File: config.mk
export PLATFORM = sky130hd
export DESIGN_NAME = bcd2binary
export DESIGN_NICKNAME = d
export VERILOG_FILES = /design/src/rtl/bcd2binary_pkg.sv /design/src/rtl/bcd2binary_nibble_adj.sv /design/src/rtl/bcd2binary.sv
export SDC_FILE = /design/constraint.sdc
export NUM_CORES = 1
export LEC_CHECK = 0
export CAP_MARGIN = 20
export CELL_PAD_IN_SITES_DETAIL_PLACEMENT = 0
export CELL_PAD_IN_SITES_GLOBAL_PLACEMENT = 1
export CORE_MARGIN = 3
export CORE_UTILIZATION = 35
export CTS_CLUSTER_DIAMETER = 150
export DETAILED_ROUTE_END_ITERATION = 7
export MAX_ROUTING_LAYER = met4
export PLACE_DENSITY_LB_ADDON = 0.1
export SYNTH_ARGS = -nofsm -noshare
export SYNTH_HDL_FRONTEND = slang
export SYNTH_SLANG_ARGS = --single-unit
File: constraint.sdc
create_clock -name sys_clk -period 1.5 [get_ports sys_clk]
set_input_delay 0.3 -clock sys_clk [delete_from_list [all_inputs] [get_ports sys_clk]]
set_output_delay 0.3 -clock sys_clk [all_outputs]
set_load 0.005 [all_outputs]
File: src/rtl/bcd2binary_pkg.sv
// Shared types and defaults for the BCD-to-binary converter (bcd2binary).
package bcd2bin_pkg;

    localparam int DIGITS_DEF = 9;
    localparam int BIN_W_DEF  = 30;

    function automatic int cnt_width(input int bin_w);
        return (bin_w > 1) ? $clog2(bin_w) : 1;
    endfunction

    localparam int CNT_W = cnt_width(BIN_W_DEF);

    typedef enum logic {
        IDLE  = 1'b0,
        SHIFT = 1'b1
    } state_t;

endpackage

File: src/rtl/bcd2binary_nibble_adj.sv
// One BCD nibble correction step of reverse double-dabble: values >= 8 lose 3.
module bcd_nibble_adj (
    input  logic [3:0] nib_in,
    output logic [3:0] nib_out
);

    // Only applied to values >= 8, so the 4-bit subtract never wraps.
    assign nib_out = (nib_in >= 4'd8) ? (nib_in - 4'd3) : nib_in;

endmodule

File: src/rtl/bcd2binary.sv
// Sequential packed-BCD to binary converter, one bit per clock (reverse double-dabble).
// Optional invalid-digit check is built when BCD2BIN_CHECK_EN is defined.
module bcd2binary
    import bcd2bin_pkg::*;
#(
    parameter int DIGITS = DIGITS_DEF,
    parameter int BIN_W  = BIN_W_DEF
) (
    input  logic                  sys_clk,
    input  logic                  sys_rst_n,
    input  logic                  start,
    input  logic [4*DIGITS-1:0]   bcd_data,
    output logic                  busy,
    output logic                  done,
    output logic [BIN_W-1:0]      bin_data,
    output logic                  err
);

    localparam int BCD_W  = 4 * DIGITS;
    localparam int WORK_W = BCD_W + BIN_W;
    localparam int CW     = cnt_width(BIN_W);
    localparam logic [CW-1:0] CNT_LAST = CW'(BIN_W - 1);

    state_t            state;
    logic [CW-1:0]     cnt;
    logic [WORK_W-1:0] work;
    logic [WORK_W-1:0] work_sh;
    logic [WORK_W-1:0] work_adj;
    logic              accept_ok;
    logic              err_pend;

    // Shift right, then correct every BCD nibble; the binary field passes through.
    assign work_sh                  = work >> 1;
    assign work_adj[BIN_W-1:0]      = work_sh[BIN_W-1:0];

    for (genvar g = 0; g < DIGITS; g++) begin : g_adj
        bcd_nibble_adj u_adj (
            .nib_in  (work_sh[BIN_W+4*g +: 4]),
            .nib_out (work_adj[BIN_W+4*g +: 4])
        );
    end

`ifdef BCD2BIN_CHECK_EN
    logic bad_digit;
    logic err_q;

    always_comb begin
        bad_digit = 1'b0;
        for (int i = 0; i < DIGITS; i++) begin
            if (bcd_data[4*i +: 4] > 4'd9) bad_digit = 1'b1;
        end
    end

    // A rejected request holds off new starts for one cycle while done/err are raised.
    assign accept_ok = start && !bad_digit && !err_pend;

    always_ff @(posedge sys_clk or negedge sys_rst_n) begin
        if (!sys_rst_n) begin
            err_pend <= 1'b0;
            err_q    <= 1'b0;
        end else begin
            err_pend <= (state == IDLE) && start && bad_digit && !err_pend;
            if (err_pend) begin
                err_q <= 1'b1;
            end else if ((state == IDLE) && accept_ok) begin
                err_q <= 1'b0;
            end
        end
    end

    assign err = err_q;
`else
    assign err_pend  = 1'b0;
    assign accept_ok = start;
    assign err       = 1'b0;
`endif

    always_ff @(posedge sys_clk or negedge sys_rst_n) begin
        if (!sys_rst_n) begin
            state    <= IDLE;
            cnt      <= '0;
            work     <= '0;
            bin_data <= '0;
            done     <= 1'b0;
            busy     <= 1'b0;
        end else begin
            done <= 1'b0;
            case (state)
                IDLE: begin
                    if (err_pend) begin
                        done     <= 1'b1;
                        bin_data <= '0;
                    end else if (accept_ok) begin
                        work  <= {bcd_data, {BIN_W{1'b0}}};
                        cnt   <= '0;
                        busy  <= 1'b1;
                        state <= SHIFT;
                    end
                end
                SHIFT: begin
                    work <= work_adj;
                    cnt  <= cnt + 1'b1;
                    if (cnt == CNT_LAST) begin
                        bin_data <= work_adj[BIN_W-1:0];
                        done     <= 1'b1;
                        busy     <= 1'b0;
                        state    <= IDLE;
                    end
                end
                default: state <= IDLE;
            endcase
        end
    end

endmodule

[After elaboration in Yosys (flattened, before gate mapping)]
Cells that the tools add are included.
Word-level totals
  register bits after elaboration: 104
  input bits: 39
  word-level logic and storage cells: 54
Operators by class
  add/subtract/negate cells: 10
  order comparisons: 9
  equal/unequal tests: 3
  muxes and demuxes: 23
  bitwise operators: 1
  reductions and logical operators: 2
Operators by type and width (number)
  $pmux 66 s2: 1
  $mux 66: 1
  $mux 30: 2
  $mux 4: 9
  $ge 4x4->1 const B: 8
  $sub 4x2->4 const B: 8
  $pmux 5 s2: 1
  $pmux 1 s2: 3
  $add 5x1->5 const B: 1
  $eq 5x5->1 const B: 1
  $mux 1: 5
  $mux 5: 1
  $ge 3x4->1 const B: 1
  $reduce_and 2->1: 2
  $sub 3x2->4 const B: 1
  $ne 2x1->1 const B: 1
  $ne 2x2->1 const B: 1
  $not 1->1: 1

[Longest topological paths before layout]
  depth after elaboration: 3
  mapped depth: 6

[Cells and area by module]
From an unflattened synthesis, not the netlist that was laid out.
Second synthesis, totals
  cells, all modules: 480
  area, all modules: 5059.9 sq um
Modules (own cells, without submodules)
  bcd2binary: times used 1, cells an instance 381, area each 4372.9 sq um, sequential area each 2577.5 sq um
  bcd_nibble_adj: times used 9, cells an instance 11, area each 76.3 sq um, sequential area each 0.0 sq um

[Worst setup path before layout]
No wires, ideal clock.
  path type: reg-to-reg
  start: register cnt[1]
  end: register bin_data[0]
  arrival: 1380 ps
  slack: -5 ps
  cell stages (with the launch flop): 7
  cell sequence: dfrtp_1 > inv_1 > ha_1 > nand4_2 > nor2_8 > buf_12 > mux2_4
Between the ends
  longest elaborated chain between the ends: 3
Ends and longest elaborated chain
  from (decl): line bcd2binary.sv:25  | logic [CW-1:0] cnt;
  from (signal assigned): line bcd2binary.sv:102  | cnt <= cnt + 1'b1;
  $eq 5x5->1: line bcd2binary.sv:103  | if (cnt == CNT_LAST) begin
  $ne 2x1->1 (no line)
  $reduce_and 2->1 (no line)
  to (signal assigned): line bcd2binary.sv:104  | bin_data <= work_adj[BIN_W-1:0];
  to (decl): line bcd2binary.sv:15  | output logic [BIN_W-1:0] bin_data,
No other way between the ends.
A chain may end at the register's enable or synchronous reset.

[Worst setup path after layout]
  start: register cnt[1]
  end: register bin_data[15]
Same word-level chain as after synthesis.

==> impl_metrics.tcl <==
set metrics [dict create \
    n_fill_cell 1273 \
    rows 42 \
    hpwl_mm 6.67 \
    synthTopCellsByArea "dfrtp_1 (52%), mux2_4 (8.2%), nand2_1 (5.9%)" \
    drtIter0Drc 162 \
    fin_crit_sh_pct 101 \
    mappedNetlistArea_um2 4920 \
    netlist_instances 431 \
    dp_slack_ps -59.0 \
    track_usage_pct 14.3 \
    ant_nets 0 \
    final_max_slew_viol_count 0 \
    drt-total-wl_mm 10.4 \
    stdcell_count 708 \
    drv_cap 0 \
    crit_fanout 6 \
    worst_hold_slack_ps 305 \
    gp_congestion 0.722 \
    grt_pass1_vias 3554 \
    p_int_mw 8.05 \
    hold_violations 0 \
    p_clk_share_pct 21.8 \
    overflow 0 \
    final_cell_mix "dfrtp_1 (102), nand2_1 (78), clkdlybuf4s50_1 (36)" \
    crit_required_ps 1740 \
    die_h_um 125 \
    synth.distinct_cells 26 \
    routed_via_density 4.78 \
    regArea_um2 2580 \
    antenna_cells 0 \
    clock-sinks 103 \
    synth_fp_nets 488 \
    p_sw_mw 3.83 \
    pin_count 72 \
    syn_to_final_growth_pct 30.5 \
    pwr-share-seq_pct 42.7 \
    outcome "finished, violations left" \
    violations "setup timing" \
    clock_path_buffers 2 \
    synth-seq-area-share_pct 52.4 \
    synth_ff_type "dfrtp_1" \
    avgSynthCellArea_um2 11.4 \
    p_leak_nw 3.24 \
    vias 3385 \
    multiInputGateArea_um2 2140 \
    port_buffers 70 \
    clock-root-buffer "clkbuf_16" \
    setup_slack_ps -22.4 \
    swShare_pct 32.2 \
    path_class "reg2reg" \
    vdd_ir_drop_max_uv 710 \
    dp_cells 670 \
    cts_tree "built" \
    combPwrFrac_pct 35.5 \
    power_density_nw_per_um2 1850 \
    htreeDepth 3 \
    antenna_found_initial 0 \
    synth_warnings 0 \
    finClkSkew_ps 7.50 \
    ys_ff_latch 103 \
    path_cells "inv_2 > ha_4 > nand4_4 > nor2_8 > clkbuf_16 > mux2_4" \
    cts_buffers 9 \
    dr.pass1.iters 4 \
    holdPathStages 3 \
    crit_path_max_incr_delay_ps 390 \
    async_flop_share_pct 100 \
    fmaxAchievable_ghz 0.657 \
    core-area_um2 13500 \
    drc 0 \
    hold_path_class "in2reg" \
    grt_pass1_wl_mm 17.7 \
    r2r_cells 6 \
    cp-start-kind "register" \
    initial_core_util_pct 36.4 \
    synth_top_cell_area_share_pct 52.4 \
    setup_viol 14 \
    wl_per_cell_um 14.7 \
    grt_max_degree 86 \
    clk_latency_ps 350 \
    crit_arrival_ps 1760 \
    crit_path_end_kind "register" \
    drive_above_1_share_pct 17.7 \
    rsz0062_at_grt "yes" \
    yosysTopAreaCell "dfrtp_1" \
    die_w_um 125 \
    dieArea_um2 15500 \
    synth_edf_count 0 \
    final_common_cell "dfrtp_1" \
    path_clk_slew_ps 70 \
    fin_nets 584 \
    final.min_clock_period_ps 1520 \
    crit_slowest_cell "dfrtp_1" \
]
logic make-up after synthesis:
family                     synth area share [%]
buffers and inverters                      4.68
other                                    0.0762
xor gates and xnor gates                   3.38
DFF                                        52.4
AOI/OAI and AO/OA                          12.2
muxes                                      14.6
adders and majority gates                  4.58
and+or+nand+nor                            8.13
power groups by stage:
stage | clock network (mW) | logic, mW | registers, mW
after floorplan | 0 | 2.69 | 4.90
after global placement | 0 | 4.06 | 5.16
after detailed placement | 0 | 4.17 | 5.15
after CTS | 2.68 | 4.26 | 5.08
after global routing | 2.77 | 4.79 | 5.29
final | 2.59 | 4.22 | 5.07
cell usage after synthesis (10+ instances only):
| library cell | count |
|---|---|
| a21oi_1 | 25 |
| a22o_1 | 10 |
| dfrtp_1 | 103 |
| ha_1 | 18 |
| inv_1 | 17 |
| mux2_4 | 27 |
| mux2i_1 | 28 |
| nand2_1 | 78 |
| o211a_1 | 16 |
| o21ai_0 | 34 |
| xor2_1 | 10 |
critical path, delay by kind of cell (launching register included):
kind / cells / cell delay (ps)
buffers and inverters: 2 / 270
and+or+nand+nor: 2 / 330
muxes: 1 / 290
adders and majority gates: 1 / 130
DFF: 1 / 390
worst paths after layout:
check | start | end | slack (ps)
setup / recovery | cnt[1]$_DFFE_PN0P_ | bin_data[15]$_DFFE_PN0P_ | -20
hold / removal | start | busy$_DFFE_PN0P_ | 310
setup reg to reg | cnt[1]$_DFFE_PN0P_ | bin_data[15]$_DFFE_PN0P_ | -20
hold reg to reg | work[63]$_DFFE_PN0P_ | work[62]$_DFFE_PN0P_ | 500
max in group asynchronous | sys_rst_n | work[20]$_DFFE_PN0P_ | 490
min in group asynchronous | sys_rst_n | work[11]$_DFFE_PN0P_ | 440
registers in the layout, summed over array words and instances, names as in the netlist:
register,count
busy,1
done,1
cnt,5
bin_data,30
work,65
state,1
stage by stage:
| stage | total power [mW] | TNS [ps] | util [%] | area, um^2 |
|---|---|---|---|---|
| 2_1_floorplan | 7.59 | 0 | - | 4930 |
| 3_3_place_gp | 9.22 | -671 | 43.9 | 5930 |
| 3_5_place_dp | 9.32 | -899 | 43.9 | 5930 |
| 4_1_cts | 12.0 | -793 | 47.2 | 6380 |
| 5_1_grt | 12.8 | -1830 | 47.5 | 6420 |
| 6_report | 11.9 | -176 | 47.5 | 6420 |
metal layers:
metal / routed length (um) / global-route usage (%)
met1: 5030 / 18.8
met2: 4850 / 22.1
met3: 323 / 2.44
met4: 190 / 5.42
met5: 0 / -
timing repair:
item                       CTS  global route
buffers inserted            19             1
hold endpoints to repair    25             0
setup endpoints to repair   61            31
hold buffers                 1             0
cloned                       0             1
resized for setup           33             3
pin swaps                    0             2
cell type report:
| cell class | instances | share of cell area [%] |
|---|---|---|
| clock buffer | 10 | 3.72 |
| clock inverter | 6 | 1.42 |
| inverter | 18 | 1.05 |
| multi-input combinational | 284 | 33.3 |
| sequential | 103 | 40.2 |
| tap | 176 | 3.43 |
| timing repair buffer | 111 | 16.9 |
Note: power is estimated with default switching activity, not from simulation.
